File: src/rtl/accel_pkg.sv
// -----------------------------------------------------------------------------
// accel_pkg
//   Shared constants and types for the accelerator output path. The controller,
//   the output-buffer wrapper and output_drain all import this package so the
//   output-buffer geometry is defined in exactly one place.
//   OB_AW         : output-buffer word-address width
//   ACC_DW        : accelerator data word width
//   drain_state_t : output_drain FSM encoding
// -----------------------------------------------------------------------------
package accel_pkg;

    localparam int unsigned OB_AW  = 17;
    localparam int unsigned ACC_DW = 512;

    // Prefixed literals: the bare name DONE is also a port of output_drain.
    typedef enum logic [1:0] {
        DRAIN_IDLE = 2'd0,
        DRAIN_RUN  = 2'd1,
        DRAIN_DONE = 2'd2
    } drain_state_t;

endpackage

File: src/rtl/drain_skid_fifo.sv
// -----------------------------------------------------------------------------
// drain_skid_fifo
//   Small synchronous FIFO that absorbs SRAM read latency and consumer
//   back-pressure for output_drain. The head word is taken straight from the
//   storage flops, so it is registered and holds steady until popped.
//   clk       in   clock (posedge)
//   rst_n     in   asynchronous active-low reset; empties the FIFO, clears storage
//   push      in   write push_data this cycle (caller guarantees not full)
//   push_data in   DW-bit word to store
//   pop       in   drop the head word this cycle (caller guarantees not empty)
//   count     out  number of stored words
//   head      out  oldest stored word
// -----------------------------------------------------------------------------
module drain_skid_fifo #(
    parameter  int unsigned DEPTH = 2,
    parameter  int unsigned DW    = 512,
    localparam int unsigned CW    = $clog2(DEPTH + 1),
    localparam int unsigned PW    = (DEPTH > 1) ? $clog2(DEPTH) : 1
) (
    input  logic          clk,
    input  logic          rst_n,
    input  logic          push,
    input  logic [DW-1:0] push_data,
    input  logic          pop,
    output logic [CW-1:0] count,
    output logic [DW-1:0] head
);

    logic [DW-1:0] mem [DEPTH];
    logic [PW-1:0] wr_ptr;
    logic [PW-1:0] rd_ptr;

    // DEPTH need not be a power of two, so wrap explicitly.
    function automatic logic [PW-1:0] next_ptr(input logic [PW-1:0] p);
        return (p == PW'(DEPTH - 1)) ? '0 : p + PW'(1);
    endfunction

    always_ff @(posedge clk or negedge rst_n) begin
        if (!rst_n) begin
            for (int unsigned i = 0; i < DEPTH; i++) begin
                mem[i] <= '0;
            end
            wr_ptr <= '0;
            rd_ptr <= '0;
            count  <= '0;
        end else begin
            if (push) begin
                mem[wr_ptr] <= push_data;
                wr_ptr      <= next_ptr(wr_ptr);
            end
            if (pop) begin
                rd_ptr <= next_ptr(rd_ptr);
            end
            count <= count + CW'(push) - CW'(pop);
        end
    end

    assign head = mem[rd_ptr];

endmodule

File: src/rtl/output_drain.sv
// -----------------------------------------------------------------------------
// output_drain
//   Reads LEN consecutive words from the output-buffer SRAM starting at
//   BASE_ADDR and streams them out over valid/ready. Owns the SRAM port while
//   BUSY. A credit check on FIFO occupancy plus the read in flight keeps the
//   skid FIFO from overflowing under back-pressure.
//   CLK        in   clock (posedge)
//   RESET      in   asynchronous active-low reset
//   START      in   1-cycle start pulse, honoured only when idle
//   BASE_ADDR  in   first word address (sampled with START)
//   LEN        in   words to drain (sampled with START)
//   BUSY       out  drain in progress, through the DONE cycle
//   DONE       out  1-cycle completion pulse
//   OB_REQ     out  output-buffer port request (= BUSY)
//   OB_CEN     out  SRAM chip enable, active-low
//   OB_WEN     out  SRAM write enable, active-low, tied inactive
//   OB_RETN    out  SRAM retention, tied high
//   OB_A       out  SRAM word address
//   OB_Q       in   SRAM read data, one cycle after OB_CEN low
//   OUT_VALID  out  stream valid
//   OUT_READY  in   stream ready
//   OUT_DATA   out  stream data
//   OUT_LAST   out  marks the final word of the drain
// -----------------------------------------------------------------------------
module output_drain
    import accel_pkg::*;
#(
    parameter int unsigned AW         = OB_AW,
    parameter int unsigned DW         = ACC_DW,
    parameter int unsigned FIFO_DEPTH = 2
) (
    input  logic          CLK,
    input  logic          RESET,
    input  logic          START,
    input  logic [AW-1:0] BASE_ADDR,
    input  logic [AW-1:0] LEN,
    output logic          BUSY,
    output logic          DONE,
    output logic          OB_REQ,
    output logic          OB_CEN,
    output logic          OB_WEN,
    output logic          OB_RETN,
    output logic [AW-1:0] OB_A,
    input  logic [DW-1:0] OB_Q,
    output logic          OUT_VALID,
    input  logic          OUT_READY,
    output logic [DW-1:0] OUT_DATA,
    output logic          OUT_LAST
);

    localparam int unsigned CW      = $clog2(FIFO_DEPTH + 1);
    localparam logic [CW:0] DEPTH_C = (CW + 1)'(FIFO_DEPTH);

    drain_state_t  state;
    logic [AW-1:0] base_q;
    logic [AW-1:0] len_q;
    logic [AW-1:0] issued;
    logic [AW-1:0] sent;
    logic          inflight;
    logic [CW-1:0] fifo_cnt;
    logic [CW:0]   credit_used;
    logic          issue;
    logic          pop;
    logic          last_word;

    assign pop       = OUT_VALID & OUT_READY;
    assign last_word = (sent == len_q - AW'(1));

    // Slots committed for next cycle: stored words, plus the read now landing,
    // minus the word leaving. pop implies fifo_cnt >= 1, so this never wraps.
    always_comb begin
        credit_used = {1'b0, fifo_cnt} + (CW + 1)'(inflight) - (CW + 1)'(pop);
        issue       = (state == DRAIN_RUN) && (issued < len_q) && (credit_used < DEPTH_C);
    end

    always_ff @(posedge CLK or negedge RESET) begin
        if (!RESET) begin
            state    <= DRAIN_IDLE;
            base_q   <= '0;
            len_q    <= '0;
            issued   <= '0;
            sent     <= '0;
            inflight <= 1'b0;
        end else begin
            inflight <= issue;
            case (state)
                DRAIN_IDLE: begin
                    if (START) begin
                        base_q <= BASE_ADDR;
                        len_q  <= LEN;
                        issued <= '0;
                        sent   <= '0;
                        state  <= (LEN != '0) ? DRAIN_RUN : DRAIN_DONE;
                    end
                end
                DRAIN_RUN: begin
                    if (issue) begin
                        issued <= issued + AW'(1);
                    end
                    if (pop) begin
                        sent <= sent + AW'(1);
                        if (last_word) begin
                            state <= DRAIN_DONE;
                        end
                    end
                end
                DRAIN_DONE: begin
                    state <= DRAIN_IDLE;
                end
                default: begin
                    state <= DRAIN_IDLE;
                end
            endcase
        end
    end

    drain_skid_fifo #(
        .DEPTH (FIFO_DEPTH),
        .DW    (DW)
    ) u_fifo (
        .clk       (CLK),
        .rst_n     (RESET),
        .push      (inflight),
        .push_data (OB_Q),
        .pop       (pop),
        .count     (fifo_cnt),
        .head      (OUT_DATA)
    );

    assign BUSY      = (state != DRAIN_IDLE);
    assign DONE      = (state == DRAIN_DONE);
    assign OB_REQ    = BUSY;
    assign OB_CEN    = ~issue;
    assign OB_WEN    = 1'b1;
    assign OB_RETN   = 1'b1;
    assign OB_A      = base_q + issued;
    assign OUT_VALID = (fifo_cnt != '0);
    assign OUT_LAST  = OUT_VALID & last_word;

endmodule

File: config.mk
export PLATFORM = sky130hd
export DESIGN_NAME = output_drain
export DESIGN_NICKNAME = d
export VERILOG_FILES = /design/src/rtl/accel_pkg.sv /design/src/rtl/drain_skid_fifo.sv /design/src/rtl/output_drain.sv
export SDC_FILE = /design/constraint.sdc
export NUM_CORES = 2
export LEC_CHECK = 0
export ABC_AREA = 1
export CORE_AREA = 5 5 415 417
export DETAILED_ROUTE_END_ITERATION = 12
export DIE_AREA = 0 0 420 422
export PLACE_DENSITY = 0.6
export SYNTH_ARGS = -nofsm -noshare
export SYNTH_HDL_FRONTEND = slang
export SYNTH_SLANG_ARGS = --single-unit
export TNS_END_PERCENT = 50
File: constraint.sdc
create_clock -name CLK -period 3.2 [get_ports CLK]
set_clock_uncertainty 0.05 [all_clocks]
set_input_delay 0.32 -clock CLK [delete_from_list [all_inputs] [get_ports CLK]]
set_output_delay 0.32 -clock CLK [all_outputs]
set_load 0.03 [all_outputs]
==> reports/qor.txt <==
Status -> completed
Seq. cell area -> 27510 µm²
Gpl congestion -> 0.9246
# IOs -> 1087
Post-DRT Antenna Nets -> 0
Mean Syn Cell Area -> 7.894 µm²
Max cap viols -> 0
DR WL/cell -> 19.05 µm
Post-synth EDFFs -> 0
Yosys top cell area share -> 56.16%
Final setup vio count -> 0
CTS clk-pin slew, worst paths -> 0.06 ns
Max Root-Sink Buffers -> 3
Initial Util -> 29.09%
Worst skew pair latency -> 0.72 ns
Peak supply drop -> 685.9 µV
Largest stage delay on the critical path -> 0.54 ns
Critical Path AT -> 2.76 ns
Flops & latches, synth -> 1099
Max FO, Critical Path -> 2
Overall Global Routing Usage -> 19.65%
Critical path class -> reg2out
Post-Place Setup Slack -> 0.1693 ns
Final instance area -> 67150 µm²
Num CTS Buffers -> 121
Footprint of the multi-input gates -> 18070 µm²
Fillers -> 17160
Vias per cell -> 4.621
Post-layout util -> 39.89%
Crit path time final -> 3.134 ns
Most common cell in the synthesized netlist -> nand2_1
Metal2 WL -> 87020 µm
Post-Route WL -> 181700 µm
Fin crit share -> 97.93%
Syn. warnings -> 0
HP Class -> in2reg
Vert. Die Dim -> 422 µm
Num rows -> 151
DRT met1 WL -> 75420 µm
Worst hold margin -> 0.07812 ns
Largest net degree at the start of global routing -> 146
Yosys top cell by area -> dfrtp_1
DRC viols -> 0
WP data required -> 2.83 ns
Global-route wire length before repair -> 268100 µm
Via count -> 44080
Pwr per Cell Area -> 1171 nW/µm²
FFs w/ async S/R, synth -> 100.0%
H-tree depth -> 3
Layout cells sized above 1 -> 5.949%
TritonCTS clock tree -> built
Initial antenna violation count -> 58
Fin. Hold Viols -> 0
Syn Std Cell Area -> 48970 µm²
Die area -> 177200 µm²
Core area -> 168300 µm²
Sequential share of the synthesized area -> 56.16%
Cells after Synth -> 6203
Number of detailed-route iterations in the first pass -> 6
WL met3 -> 12530 µm
Number of global-route vias before repair -> 41750
CP Cell Sequence -> nor2_4 > nor2_4 > ha_4 > inv_4 > ha_4 > inv_2 > fa_2 > nand3_2 > or2_4 > buf_8
Die width -> 420 µm
Fmax -> 319.1 MHz
Starting DRT DRC Count -> 4291
Gr ovfl total -> 0
Highest Signal Layer -> met5
Dpl hpwl -> 131400 µm
Worst path bufs/invs -> 3
Top cells by count, synth -> nand2_1, dfrtp_1, o21ai_0, inv_1, clkbuf_1
# clock sinks -> 1099
Slowest cell on crit path -> fa_2
Worst setup EP type -> primary output
Root Buffer -> clkbuf_16
Pleak -> 35.53 nW
Worst Tran Pin Value -> 0.9220 ns
Placed Area -> 62680 µm²
RSZ-0062 raised after global routing -> yes
Post-layout nets -> 7764
Startpoint types -> flip-flop
Synth cell types -> 41
Crit-path leading delay family -> adder cells
Area Growth Syn to Fin -> 37.12%
Synth top area cells -> dfrtp_1, nand2_1, o21ai_0, inv_1, clkbuf_1
Final slew viol count -> 0
Max-slew headroom -> 38.53%
Ys flop type -> dfrtp_1
Min setup slack post-route -> 0.06633 ns
I/O Buffers -> 1084
power by group:
part / internal, W / total, W / switching (W)
registers: 0.0207 / 0.0244 / 0.00366
logic: 0.0131 / 0.0398 / 0.0268
clock network: 0.00848 / 0.0144 / 0.00594
total: 0.0423 / 0.0786 / 0.0364
placed cells by master (no fill, tap or decap), types with 18 or more instances in the layout:
cell / synthesis / layout
a21oi_1: 37 / 34
buf_12: 0 / 54
buf_4: 4 / 78
clkbuf_1: 301 / 33
clkbuf_16: 0 / 124
clkbuf_2: 0 / 18
clkbuf_8: 0 / 31
clkdlybuf4s15_1: 0 / 19
clkdlybuf4s50_1: 0 / 636
clkinv_2: 0 / 21
dfrtp_1: 1099 / 1094
diode_2: 0 / 43
dlygate4sd2_1: 0 / 320
dlymetal6s2s_1: 0 / 59
ha_1: 37 / 29
inv_1: 590 / 584
nand2_1: 2763 / 2759
nand3_1: 51 / 50
nor2_1: 72 / 66
nor3_1: 21 / 21
o21ai_0: 1068 / 1065
xor2_1: 34 / 32
layer usage:
metal | up-vias | GRT usage, %
met3 | 285 | 4.600
met4 | 8 | 7.910
met1 | 21210 | 25.38
met2 | 1441 | 31.79
li1 | 21140 | -
met5 | - | 0
sequential cells by signal, summed over array words and instances (netlist names), 2 cells and up:
signal,count
u_fifo.mem,1024
state,2
u_fifo.count,2
sent,17
base_q,17
len_q,17
issued,17
cell type report:
| class | instances | area share, % |
|---|---|---|
| multi-input combinational | 4150 | 26.92 |
| clock inverter | 40 | 0.8292 |
| tap | 2218 | 4.133 |
| sequential | 1099 | 40.97 |
| clock buffer | 186 | 5.367 |
| timing repair buffer | 1207 | 18.27 |
| inverter | 596 | 3.350 |
| antenna | 43 | 0.1603 |
metrics by stage:
step	power [W]	setup TNS, ns	instances
after CTS	0.07906	-2.182	9487
after detailed placement	0.06647	0	9252
after global placement	0.06586	0	9252
after floorplan	0.04742	0	6204
after global routing	0.08368	-0.5955	9536
final	0.07863	0	9539
logic make-up after synthesis:
group	after synthesis	synth area share [%]
XOR/XNOR	45	0.8049
AO/OA/AOI/OAI	1121	11.52
AND/OR/NAND/NOR	2943	23.01
adder cells (fa/ha/maj)	39	1.027
buffers and inverters	955	7.466
flip-flops	1099	56.16
other	1	0.007658
what timing repair did:
item / 4_1_cts / 5_1_grt
hold endpoints to repair: 37 / 0
gates cloned: 0 / 2
buffers inserted: 8 / 7
hold buffers: 1 / 0
endpoints found under the setup margin: 439 / 152
pin swaps: 12 / 8
resized for setup: 431 / 144
worst reg2reg max path: cells and delay by family, from the launching register on:
family,cells,cell delay (ns)
flip-flops,1,0.41
AND/OR/NAND/NOR,7,0.78
buffers and inverters,4,0.40
adder cells (fa/ha/maj),3,0.86
worst paths after layout:
path,cells past startpoint,slack (ns),to,start
hold / removal,3,0.08,u_fifo.mem[770],OB_Q[258]
min in group asynchronous,2,0.22,u_fifo.mem[825],RESET
max in group asynchronous,3,1.88,u_fifo.mem[381],RESET
setup reg to reg,14,0.62,issued[15],u_fifo.count[0]
setup / recovery,10,0.07,OB_CEN,u_fifo.count[0]
hold reg to reg,2,0.43,u_fifo.mem[70],u_fifo.mem[70]
Note: power is estimated with default switching activity, not from simulation.
